File: src/rtl/a2_bridge_pkg.sv
// Shared definitions for the A2 bridge responder: bus select codes,
// drive FSM states and control register bit positions.
package a2_bridge_pkg;

    // Bridge register select encodings
    localparam logic [1:0] BRIDGE_SEL_CTRL    = 2'd0;
    localparam logic [1:0] BRIDGE_SEL_DATA    = 2'd1;
    localparam logic [1:0] BRIDGE_SEL_ADDR_LO = 2'd2;
    localparam logic [1:0] BRIDGE_SEL_ADDR_HI = 2'd3;

    // control_out_o bit driving the Apple IRQ line (active low)
    localparam int unsigned CTRL_IRQ_N_BIT = 2;

    typedef enum logic {
        DRV_IDLE  = 1'b0,
        DRV_DRIVE = 1'b1
    } drv_state_e;

endpackage

File: src/rtl/a2_bridge_drive_fsm.sv
// Apple data bus drive window: opens on a data write, closes on a
// synchronised phi0 falling edge or after HOLD_CYCLES cycles.
module a2_bridge_drive_fsm
    import a2_bridge_pkg::*;
#(
    parameter int unsigned HOLD_CYCLES = 24
) (
    input  logic clk_logic,
    input  logic rst,
    input  logic arm_i,        // sel1 write edge
    input  logic phi0_sync_i,  // phi0 after the 2-flop synchroniser
    output logic drive_oe_o
);

    localparam int unsigned CntW = (HOLD_CYCLES > 1) ? $clog2(HOLD_CYCLES) : 1;
    localparam logic [CntW-1:0] CntLast = CntW'(HOLD_CYCLES - 1);

    drv_state_e      state_q, state_d;
    logic [CntW-1:0] cnt_q, cnt_d;
    logic            phi0_prev_q;
    logic            phi0_fall;

    assign phi0_fall = phi0_prev_q & ~phi0_sync_i;

    // State, counter and phi0 edge history
    always_ff @(posedge clk_logic) begin
        if (rst) begin
            state_q     <= DRV_IDLE;
            cnt_q       <= '0;
            phi0_prev_q <= 1'b0;
        end else begin
            state_q     <= state_d;
            cnt_q       <= cnt_d;
            phi0_prev_q <= phi0_sync_i;
        end
    end

    // Next state; a fresh write takes priority over phi0 fall and timeout
    always_comb begin
        state_d    = state_q;
        cnt_d      = cnt_q;
        drive_oe_o = (state_q == DRV_DRIVE);
        unique case (state_q)
            DRV_IDLE: begin
                if (arm_i) begin
                    state_d = DRV_DRIVE;
                    cnt_d   = '0;
                end
            end
            DRV_DRIVE: begin
                if (arm_i) begin
                    cnt_d = '0;
                end else if (phi0_fall || (cnt_q == CntLast)) begin
                    state_d = DRV_IDLE;
                    cnt_d   = '0;
                end else begin
                    cnt_d = cnt_q + CntW'(1);
                end
            end
            default: begin
                state_d = DRV_IDLE;
                cnt_d   = '0;
            end
        endcase
    end

endmodule

File: src/rtl/a2_bridge_responder.sv
// Far-end responder of the 8-bit multiplexed A2 bridge bus.
// Optional feature macro: A2_BRIDGE_ADDR_SNAPSHOT_EN -- when defined the
// address/RW snapshot is captured on the start of a sel2 read and held so
// the master reads a coherent addr-lo/addr-hi/status triple.
module a2_bridge_responder
    import a2_bridge_pkg::*;
#(
    parameter int unsigned HOLD_CYCLES   = 24,
    parameter logic [7:0]  CONTROL_RESET = 8'hFF
) (
    input  logic        clk_logic,
    input  logic        rst,
    input  logic [1:0]  bridge_sel_i,
    input  logic        bridge_rd_i,
    input  logic        bridge_wr_i,
    input  logic [7:0]  bridge_d_i,
    output logic [7:0]  bridge_d_o,
    output logic        bridge_d_oe_o,
    input  logic [15:0] apple_addr_i,
    input  logic        apple_rw_n_i,
    input  logic        apple_phi0_i,
    input  logic [7:0]  apple_data_i,
    output logic [7:0]  apple_data_o,
    output logic        apple_data_oe_o,
    input  logic [7:0]  status_i,
    output logic [7:0]  control_out_o
);

    logic        phi0_meta_q, phi0_sync_q;
    logic [7:0]  status_meta_q, status_sync_q;
    logic        wr_prev_q;
    logic [7:0]  control_q;
    logic [7:0]  apple_data_q;
    logic [7:0]  data_snap_q;
    logic [15:0] addr_snap_q;
    logic        rw_snap_q;
    logic [7:0]  read_mux;

    logic wr_edge, ctrl_wr, data_wr, data_rd;
    logic unused_status;

    assign wr_edge = bridge_wr_i & ~wr_prev_q;
    assign ctrl_wr = wr_edge & (bridge_sel_i == BRIDGE_SEL_CTRL);
    assign data_wr = wr_edge & (bridge_sel_i == BRIDGE_SEL_DATA);
    assign data_rd = bridge_rd_i & (bridge_sel_i == BRIDGE_SEL_DATA);

    // status bit 0 is replaced by the RW snapshot on reads
    assign unused_status = status_sync_q[0];

    // Synchronisers for the asynchronous phi0 and status inputs
    always_ff @(posedge clk_logic) begin
        if (rst) begin
            phi0_meta_q   <= 1'b0;
            phi0_sync_q   <= 1'b0;
            status_meta_q <= '0;
            status_sync_q <= '0;
        end else begin
            phi0_meta_q   <= apple_phi0_i;
            phi0_sync_q   <= phi0_meta_q;
            status_meta_q <= status_i;
            status_sync_q <= status_meta_q;
        end
    end

    // Write edge detection, control/data write latches and data snapshot
    always_ff @(posedge clk_logic) begin
        if (rst) begin
            wr_prev_q    <= 1'b0;
            control_q    <= CONTROL_RESET;
            apple_data_q <= '0;
            data_snap_q  <= '0;
        end else begin
            wr_prev_q <= bridge_wr_i;
            if (ctrl_wr) begin
                control_q <= bridge_d_i;
            end
            if (data_wr) begin
                apple_data_q <= bridge_d_i;
            end
            // Frozen while the master reads it so the byte cannot tear
            if (!data_rd) begin
                data_snap_q <= apple_data_i;
            end
        end
    end

`ifdef A2_BRIDGE_ADDR_SNAPSHOT_EN
    logic addr_rd, addr_rd_prev_q, addr_capture;

    assign addr_rd      = bridge_rd_i & (bridge_sel_i == BRIDGE_SEL_ADDR_LO);
    assign addr_capture = addr_rd & ~addr_rd_prev_q;

    // Capture address/RW once at the start of an addr-lo read
    always_ff @(posedge clk_logic) begin
        if (rst) begin
            addr_rd_prev_q <= 1'b0;
            addr_snap_q    <= '0;
            rw_snap_q      <= 1'b0;
        end else begin
            addr_rd_prev_q <= addr_rd;
            if (addr_capture) begin
                addr_snap_q <= apple_addr_i;
                rw_snap_q   <= apple_rw_n_i;
            end
        end
    end
`else
    // Track the live address/RW lines every cycle
    always_ff @(posedge clk_logic) begin
        if (rst) begin
            addr_snap_q <= '0;
            rw_snap_q   <= 1'b0;
        end else begin
            addr_snap_q <= apple_addr_i;
            rw_snap_q   <= apple_rw_n_i;
        end
    end
`endif

    // Read mux from registered sources only
    always_comb begin
        read_mux = '0;
        unique case (bridge_sel_i)
            BRIDGE_SEL_CTRL:    read_mux = {status_sync_q[7:1], rw_snap_q};
            BRIDGE_SEL_DATA:    read_mux = data_snap_q;
            BRIDGE_SEL_ADDR_LO: read_mux = addr_snap_q[7:0];
            BRIDGE_SEL_ADDR_HI: read_mux = addr_snap_q[15:8];
            default:            read_mux = '0;
        endcase
    end

    // A write always wins the shared data lines
    assign bridge_d_oe_o = bridge_rd_i & ~bridge_wr_i;
    assign bridge_d_o    = bridge_d_oe_o ? read_mux : 8'h00;

    assign control_out_o = control_q;
    assign apple_data_o  = apple_data_q;

    a2_bridge_drive_fsm #(
        .HOLD_CYCLES (HOLD_CYCLES)
    ) u_drive_fsm (
        .clk_logic   (clk_logic),
        .rst         (rst),
        .arm_i       (data_wr),
        .phi0_sync_i (phi0_sync_q),
        .drive_oe_o  (apple_data_oe_o)
    );

endmodule

File: config.mk
export PLATFORM = sky130hd
export DESIGN_NAME = a2_bridge_responder
export DESIGN_NICKNAME = d
export VERILOG_FILES = /design/src/rtl/a2_bridge_pkg.sv /design/src/rtl/a2_bridge_drive_fsm.sv /design/src/rtl/a2_bridge_responder.sv
export SDC_FILE = /design/constraint.sdc
export NUM_CORES = 1
export LEC_CHECK = 0
export CAP_MARGIN = 0
export CORE_UTILIZATION = 43
export CTS_BUF_LIST = sky130_fd_sc_hd__clkbuf_4 sky130_fd_sc_hd__clkbuf_8
export CTS_CLUSTER_SIZE = 40
export DETAILED_ROUTE_END_ITERATION = 10
export GPL_TIMING_DRIVEN = 1
export PLACE_DENSITY = 0.78
export SETUP_SLACK_MARGIN = 0.5
export SLEW_MARGIN = 5
export SYNTH_ARGS = -nofsm -noshare
export SYNTH_HDL_FRONTEND = slang
export SYNTH_SLANG_ARGS = --single-unit
File: constraint.sdc
create_clock -name clk_logic -period 1.35 [get_ports clk_logic]
set_clock_uncertainty 0.15 [all_clocks]
set_input_delay 0.135 -clock clk_logic [delete_from_list [all_inputs] [get_ports clk_logic]]
set_output_delay 0.135 -clock clk_logic [all_outputs]
set_load 0.01 [all_outputs]
# Word level (Yosys, flattened, before mapping)
# Cells that the tools add are included.
[totals]
elab_cells = 41
reg_bits = 67
inputBits = 48
output_inout_bits = 26
[classes]
add_sub_neg = 1
n_eq_ne = 5
n_mux = 10
reduce_logical = 2
bitwise_logic = 10
[ops]
columns = ["cell", "n"]
rows = [
  ["$pmux 8 s4", 1],
  ["$mux 5", 3],
  ["$pmux 5 s2", 1],
  ["$mux 8", 1],
  ["$and 1x1->1", 6],
  ["$add 5x1->5 const B", 1],
  ["$eq 5x5->1 const B", 1],
  ["$eq 2x2->1 const B", 2],
  ["$not 1->1", 4],
  ["$mux 1", 3],
  ["$eq 2x1->1 const B", 1],
  ["$logic_not 2->1", 1],
  ["$ne 2x2->1 const B", 1],
  ["$pmux 1 s2", 1],
  ["$logic_or 1x1->1", 1],
]

# Depth between registers and ports, before layout
# Gate-level depths: netlist of run 1.
[logic_depth]
depth_word = 6
mapped_depth = 6
mapped_depth_nobuf = 5

# By module
# A second synthesis of run 1 with hierarchy kept.
[unflattened]
cells_unflattened = 248
area_unflattened_um2 = 2617.5
[by_module_without_submodules]
columns = ["mod", "cells_each", "seq_area_each_um2", "instances", "area_per_inst_um2"]
rows = [
  ["a2_bridge_responder", 209, 1161.1, 1, 2255.9],
  ["a2_bridge_drive_fsm", 39, 140.1, 1, 361.6],
]

# Worst setup path after synthesis of run 1
# Ideal clock, no wire load.
[synth_timing]
path_kind = "reg2reg"
startpoint = "register u_drive_fsm.cnt_q[0]"
endpoint = "register u_drive_fsm.cnt_q[3]"
arrival_ps = 1180
slack_ps = -50
n_path_buf = 0
t_required_ps = 1130
synth_period_minus_slack_ps = 1400
setup_ps = 70
stages_incl_launch_ff = 6
cell_sequence = "dfxtp_1 ha_1 nand4b_1 nand3_1 or3_1 a21oi_1"
[synth_via]
elab_chain_len = 5
[synth_rtl]
columns = ["item", "line", "text"]
rows = [
  ["start: declaration", "a2_bridge_drive_fsm.sv:19", "logic [CntW-1:0] cnt_q, cnt_d;"],
  ["start signal: assignment", "a2_bridge_drive_fsm.sv:33", "cnt_q <= cnt_d;"],
  ["branches (longest 2 deep; another with $add 5x1->5)", "--", ""],
  ["$mux 5 (*)", "a2_bridge_drive_fsm.sv:53", "end else if (phi0_fall || (cnt_q == CntLast)) begin"],
  ["$mux 5 (*)", "a2_bridge_drive_fsm.sv:51", "if (arm_i) begin"],
  ["$pmux 5 s2 (*)", "a2_bridge_drive_fsm.sv:43", "unique case (state_q)"],
]
# Every way passes the cells marked *.
# A chain may end at the register's enable or synchronous reset.

# Worst setup path after layout of run 1
[layout_timing]
startpoint = "register data_snap_q[5]"
endpoint = "output bridge_d_o[5]"
[layout_via]
elab_chain_len = 2
[layout_rtl]
columns = ["item", "line", "text"]
rows = [
  ["start: declaration", "a2_bridge_responder.sv:34", "logic [7:0] data_snap_q;"],
  ["start signal: assignment", "a2_bridge_responder.sv:82", "data_snap_q <= apple_data_i;"],
  ["$pmux 8 s4", "a2_bridge_responder.sv:123", "unique case (bridge_sel_i)"],
  ["$mux 8", "a2_bridge_responder.sv:134", "assign bridge_d_o = bridge_d_oe_o ? read_mux : 8'h00;"],
  ["end: declaration", "a2_bridge_responder.sv:17", "output logic [7:0] bridge_d_o,"],
]
# Every way passes these cells.

==> impl_results.md, run 1 <==
- Status: finished with violations
- Failing checks: setup timing
- Unrepaired setup endpoints after global routing: true
- Max Freq: 606.2 MHz
- Wire length per cell: 14.58 µm
- Yosys cell types: 29
- Met2 Usage GRT: 0.3532
- Die H: 76.32 µm
- Number of nets in the final layout: 375
- #FFs+latches synth: 65
- Top cells by count, synth: 65 x dfxtp_1, 53 x nor2b_1, 17 x nand2_1
- Slew of the pin with the lowest slew margin: 0.2994 ns
- Switching Fraction: 0.2376
- Core Area: 5205 µm²
- Starting density of the core: 0.4563
- Number of antenna violations at the first check in global routing: 0
- Seq pwr share: 0.494
- PnR Total Power: 4.140 mW
- Tcrit/Tclk final: 1.222
- PwrDens: 1031 nW/µm²
- Fin util: 0.7712
- Vias per std cell: 4.820
- Fin. Hold Viols: 0
- FF-to-FF path depth: 5
- Largest net degree at the start of global routing: 29
- H-tree level count: 3
- CTS Sinks: 65
- Gr usage total: 0.2068
- FF-to-FF setup slack: -0.11 ns
- Post-Layout Cell Count: 401
- Net Switching: 0.9837 mW
- Maxcap violations: 0
- PortBufs: 72
- Leak: 1.633 nW
- CP Class: register to output port
- Drc violations: 0
- WP data required: 1.07 ns
- First-pass GRT wire length: 9.294 mm
- First-iteration detailed-routing DRC count: 82
- Crit path launch type: register
- Worst-Skew Late Latency: 0.33 ns
- Clock Power Share: 0.359
- Pre-CTS setup slack: -0.8736 ns
- Worst Hold Depth: 2
- Post-route worst setup slack: -0.2996 ns
- Layout fillers: 361
- M3 GR Usage: 0.04551
- Area post-placement: 3403 µm²
- WL final: 5.846 mm
- Reg clk slew, reported paths: 0.07 ns
- Finished Cell Area: 4014 µm²
- P_int: 3.157 mW
- Main synth FF type: dfxtp_1
- Crit end category: output port
- Post-synth EDFFs: 0
- Comb pwr share: 0.147
- Hold Path Origin: rst
- Critical Path Fanout Max: 2
- Slew Limit Fails: 0
- Clock root buffer: clkbuf_8
- Remaining antenna violation count: 0
- Final worst path period need: 1.650 ns
- VDD IR-drop max: 0.0008869 V
- Worst r2r src: u_drive_fsm.cnt_q[0]$_SDFFE_PP0P_
- Cell taking the most area after synthesis: dfxtp_1
- CTS tree: done
- Final RePlAce weighted congestion: 0.7237
- Critical Path AT: 1.36 ns
- Post-Syn Area: 2375 µm²
- Vias in the first global route: 1987
- Placed Instances: 369
- Die width: 76.32 µm
- Gr busiest metal: met2
- Die area: 5824 µm²
- Mean Syn Cell Area: 10.89 µm²
- Seq/Total Area, Yosys: 0.5479
- I/O pin count: 74
- Final setup viols: 16
- Met1 Use GR: 0.2437
- Clock tree buffer depth: 2
- Reg2reg end: u_drive_fsm.cnt_q[3]$_SDFFE_PP0P_
- Area contributors post-synth: dfxtp_1 55%, nor2b_1 14%, mux4_2 7.6%
- Final hold slack: 0.02877 ns
- Worst hold endpoint: apple_data_o[4]$_SDFFE_PP0P_
- Rel. slew slack: 0.7995
- FFs w/ async S/R, synth: 0
- Setup tns final: -2.548 ns
- Cells after Synth: 218
- CTS Buf Count: 9
- Antenna cells: 0
- Hpwl dp: 3.464 mm
- Share of layout cells above drive strength 1: 0.4894
- Floorplan row count: 26
- Worst hold path type: input port to register
- Post-synth net total: 267
- Area delta synth->final: 69.02%
- Via Count: 1933
- CP Launch Point: data_snap_q[5]$_SDFFE_PP0N_
- Yosys top cell area share: 0.5479
- DR pass1 iterations: 4
- Top-count cell post-synth: dfxtp_1
- Warnings, synthesis: 0
- Remaining Overflow, GRT: 0
==> cell type report <==
type,instances,area [µm²],share of cell area
Clock inverter,5,30.03,0.007481
Multi-Input combinational cell,140,1225,0.3052
Clock buffer,11,151.4,0.03772
Timing Repair Buffer,109,1172,0.2921
Inverter,1,8.758,0.002182
Sequential cell,65,1339,0.3335
Tap cell,70,87.58,0.02182
==> state kept, by name, indices dropped and copies added (netlist names) <==
register / flops
data_snap_q: 8
phi0_sync_q: 1
u_drive_fsm.drive_oe_o: 1
u_drive_fsm.cnt_q: 5
apple_data_o: 8
status_meta_q: 7
rw_snap_q: 1
control_out_o: 8
u_drive_fsm.phi0_prev_q: 1
addr_snap_q: 16
phi0_meta_q: 1
wr_prev_q: 1
status_sync_q: 7
==> placed cells by master, fill, tap and decap left out, types with 9 or more instances in the layout <==
master / count
nor2b_1: 43
a21oi_2: 11
buf_4: 15
clkbuf_8: 11
dfxtp_1: 39
nor2_1: 9
clkdlybuf4s50_1: 41
buf_6: 41
dfxtp_2: 24
==> critical path: stages, from the launching register on <==
cell,delay [ns]
dfxtp_2,0.32
mux4_2,0.46
nor2b_4,0.15
buf_6,0.11
==> cells by family after synthesis <==
group	synth area share
simple gates	0.2376
flops	0.5479
compound gates	0.06534
mux	0.1143
buf+inv	0.02950
fa+ha+maj	0.005268
==> worst max path at each step <==
stage,endpoint,slack (ns),depth (start not counted)
floorplan,control_out_o[6]$_SDFFE_PP1P_,-0.04,4
global placement,bridge_d_o[6],-0.87,5
detailed placement,bridge_d_o[5],-0.87,5
CTS,bridge_d_o[5],-0.32,3
global route,bridge_d_o[5],-0.33,3
finish,bridge_d_o[5],-0.30,3
==> timing repair <==
action,4_1_cts,5_1_grt
setup endpoints to repair,56,56
cloned,5,0
hold buffers,0,0
pin swaps,13,16
setup buffers,4,7
endpoints found under the hold margin,0,0
gates resized for setup,202,32
==> layer usage <==
layer / part of all wire / vias up / wire, µm
met4: 0.015 / 0 / 85
met5: 0 / - / 0
met3: 0.045 / 8 / 265
li1: - / 959 / -
met2: 0.50 / 51 / 2951
met1: 0.43 / 915 / 2543
==> power groups by stage <==
stage | clock (mW) | combinational (mW) | sequential, mW
after CTS | 1.51 | 0.574 | 2.05
final | 1.48 | 0.609 | 2.05
after detailed placement | 0 | 0.505 | 2.08
after global placement | 0 | 0.497 | 2.08
after global routing | 1.61 | 0.651 | 2.05
after floorplan | 0 | 0.234 | 2.08
No activity file was read; power rests on OpenSTA's default activity.
==> inputs of run 2 (changes only) <==
--- a/config.mk
+++ b/config.mk
@@ -6,12 +6,12 @@
 export NUM_CORES = 1
 export LEC_CHECK = 0
 export CAP_MARGIN = 0
-export CORE_UTILIZATION = 43
+export CORE_UTILIZATION = 48
 export CTS_BUF_LIST = sky130_fd_sc_hd__clkbuf_4 sky130_fd_sc_hd__clkbuf_8
 export CTS_CLUSTER_SIZE = 40
 export DETAILED_ROUTE_END_ITERATION = 10
 export GPL_TIMING_DRIVEN = 1
-export PLACE_DENSITY = 0.78
+export PLACE_DENSITY = 0.82
 export SETUP_SLACK_MARGIN = 0.5
 export SLEW_MARGIN = 5
 export SYNTH_ARGS = -nofsm -noshare
==> constraint.sdc (replaced) <==
create_clock -name clk_logic -period 1.75 [get_ports clk_logic]
set_clock_uncertainty 0.15 [all_clocks]
set_input_delay 0.175 -clock clk_logic [delete_from_list [all_inputs] [get_ports clk_logic]]
set_output_delay 0.175 -clock clk_logic [all_outputs]
set_load 0.01 [all_outputs]
==> run 2 against run 1 <==
The flow now finishes without violations. Power is 21% lower. Combinational power shrank 32%. Design area decreased by 7.1%. Clock power is 14% lower. First-iteration DRC count down 26%. Critical endpoint is now bridge_d_o[1]. Largest power group unchanged.
==> impl_results.md, run 2 (same netlist as run 1, synthesis figures left out) <==
- Status: finished clean
- H-tree level count: 3 (unchanged)
- Clock root buffer: clkbuf_8
- VDD IR-drop max: 0.0006026 V (-32%)
- Worst hold path type: input port to register
- Final setup viols: 0 (-16)
- Tcrit/Tclk final: 0.9707
- I/O pin count: 74 (unchanged)
- CTS Buf Count: 9 (unchanged)
- Fin. Hold Viols: 0 (unchanged)
- Seq pwr share: 0.484 (-0.010)
- Leak: 1.541 nW (-5.7%)
- P_int: 2.552 mW (-19%)
- Net Switching: 0.7062 mW (-28%)
- Core Area: 4755 µm² (-8.7%)
- CP Class: register to output port
- Clock Power Share: 0.390 (+0.031)
- Storage cell area: 1319 µm² (-1.5%)
- Critical Path AT: 1.37 ns (about the same)
- Drc violations: 0 (unchanged)
- Met1 Use GR: 0.2511 (+0.007385)
- First-iteration detailed-routing DRC count: 61 (-26%)
- CTS Sinks: 65 (unchanged)
- Gr busiest metal: met2
- FF-to-FF path depth: 5 (unchanged)
- Wire length per cell: 13.62 µm (-6.6%)
- Remaining antenna violation count: 0 (unchanged)
- Most frequent cells in the layout: 53 x dfxtp_1, 45 x nor2b_1, 41 x clkdlybuf4s50_1, 26 x buf_4, 17 x nand2_1
- Layout fillers: 308 (-15%)
- Final worst path period need: 1.699 ns
- Gr usage total: 0.2183 (+0.01152)
- Met2 Usage GRT: 0.3738 (+0.02068)
- First-pass GRT wire length: 8.459 mm (-9.0%)
- Final RePlAce weighted congestion: 0.7328 (+1.3%)
- Pre-CTS setup slack: -0.5618 ns (+0.3118 ns)
- Clock tree buffer depth: 2 (unchanged)
- Hpwl dp: 3.515 mm (+1.5%)
- PwrDens: 873.4 nW/µm² (-15%)
- Comb pwr share: 0.127 (-0.020)
- Finished Cell Area: 3730 µm² (-7.1%)
- Maxcap violations: 0 (unchanged)
- Largest net degree at the start of global routing: 25 (-14%)
- WL final: 5.379 mm (-8.0%)
- Remaining Overflow, GRT: 0 (unchanged)
- Area delta synth->final: 57.06%
- Via Count: 1876 (-2.9%)
- Floorplan row count: 25 (-3.8%)
- FF-to-FF setup slack: 0.31 ns (+0.42 ns)
- Unrepaired setup endpoints after global routing: true
- Vias per std cell: 4.749 (-1.5%)
- DR pass1 iterations: 6 (+2)
- Die width: 72.34 µm (-5.2%)
- Commonest non-fill, non-tap cell in the layout: dfxtp_1
- Share of layout cells above drive strength 1: 0.3720 (-0.1175)
- Max reg flops: 16 (unchanged)
- WP data required: 1.42 ns (+0.35 ns)
- Largest Register: addr_snap_q
- Slew Limit Fails: 0 (unchanged)
- CTS tree: done
- PortBufs: 72 (unchanged)
- Vias in the first global route: 1844 (-7.2%)
- M3 GR Usage: 0.05278 (+0.007269)
- Worst-Skew Late Latency: 0.33 ns (about the same)
- Antenna cells: 0 (unchanged)
- Number of antenna violations at the first check in global routing: 0 (unchanged)
- Critical Path Fanout Max: 2 (unchanged)
- Die area: 5233 µm² (-10%)
- Crit path launch type: register
- Die H: 72.34 µm (-5.2%)
- Slew of the pin with the lowest slew margin: 0.5156 ns (+0.2162 ns)
- Rel. slew slack: 0.6563 (-0.1433)
- Number of nets in the final layout: 373 (-0.53%)
- Post-route worst setup slack: 0.05121 ns (+0.3508 ns)
- Crit end category: output port
- Starting density of the core: 0.4995 (+0.04322)
- Worst Hold Depth: 2 (unchanged)
- Reg clk slew, reported paths: 0.07 ns (about the same)
- Switching Fraction: 0.2168 (-0.02083)
- Area post-placement: 3367 µm² (-1.1%)
- Max Freq: 588.7 MHz
- Multi-input combinational cell area: 1132 µm² (-7.6%)
[run 2: changes by cell type in the layout (fill, tap and decap cells not counted), moves of 3 or more]
cell and delta:
dfxtp_2 -13, a21oi_2 -5, dfxtp_1 +14, dlygate4sd2_1 +3
a21oi_1 +5, buf_6 -27, clkbuf_2 +12, buf_8 -3
nand2_1 +9, buf_4 +11, nand2_2 -8
[run 2: final timing paths]
check,start,to
max,data_snap_q[1]$_SDFFE_PP0N_,bridge_d_o[1]
min,rst,phi0_meta_q$_SDFF_PP0_
max reg2reg,u_drive_fsm.cnt_q[0]$_SDFFE_PP0P_,u_drive_fsm.cnt_q[3]$_SDFFE_PP0P_
min reg2reg,status_meta_q[6]$_SDFF_PP0_,status_sync_q[6]$_SDFF_PP0_
[run 2: worst max-delay path: stages (launching register included)]
cell and delay, ns:
dfxtp_2 0.33, mux4_2 0.47, nor2b_4 0.14, buf_6 0.11
[run 2: power groups by stage]
stage	Clock, mW	Sequential, mW	Combinational (mW)
final	1.27	1.58	0.412
after global routing	1.36	1.58	0.441
after CTS	1.29	1.57	0.406
after detailed placement	0	1.61	0.383
after global placement	0	1.60	0.376
after floorplan	0	1.61	0.176
[run 2: what timing repair did]
action,4_1_cts,5_1_grt
gates resized for setup,104,26
pin swaps,7,4
buffers inserted,16,3
setup endpoints to repair,56,45
hold buffers,0,0
endpoints found under the hold margin,0,0
[run 2: through the flow]
step                      TNS, ns  utilization  power, mW  cells  hold WS [ns]
final                           0       0.7845      3.258    395        0.1534
after global routing            0       0.7845      3.386    395        0.1656
after CTS                       0       0.7839      3.270    392        0.1181
after detailed placement   -7.214       0.7082      1.991    361        0.2712
after global placement     -6.519       0.7082      1.981    361        0.2685
after floorplan                 0            -      1.781    218        0.1429
[run 2: cell type report]
type / count / area share
Multi-Input combinational cell: 139 / 0.3036
Clock buffer: 12 / 0.04260
Sequential cell: 65 / 0.3536
Tap cell: 67 / 0.02248
Timing Repair Buffer: 108 / 0.2660
Clock inverter: 3 / 0.01073
Inverter: 1 / 0.001006
[run 2: layer usage]
metal	part of all wire	vias to the layer above
li1	-	949
met1	0.44	865
met2	0.50	47
met3	0.030	15
met4	0.031	0
met5	0	-
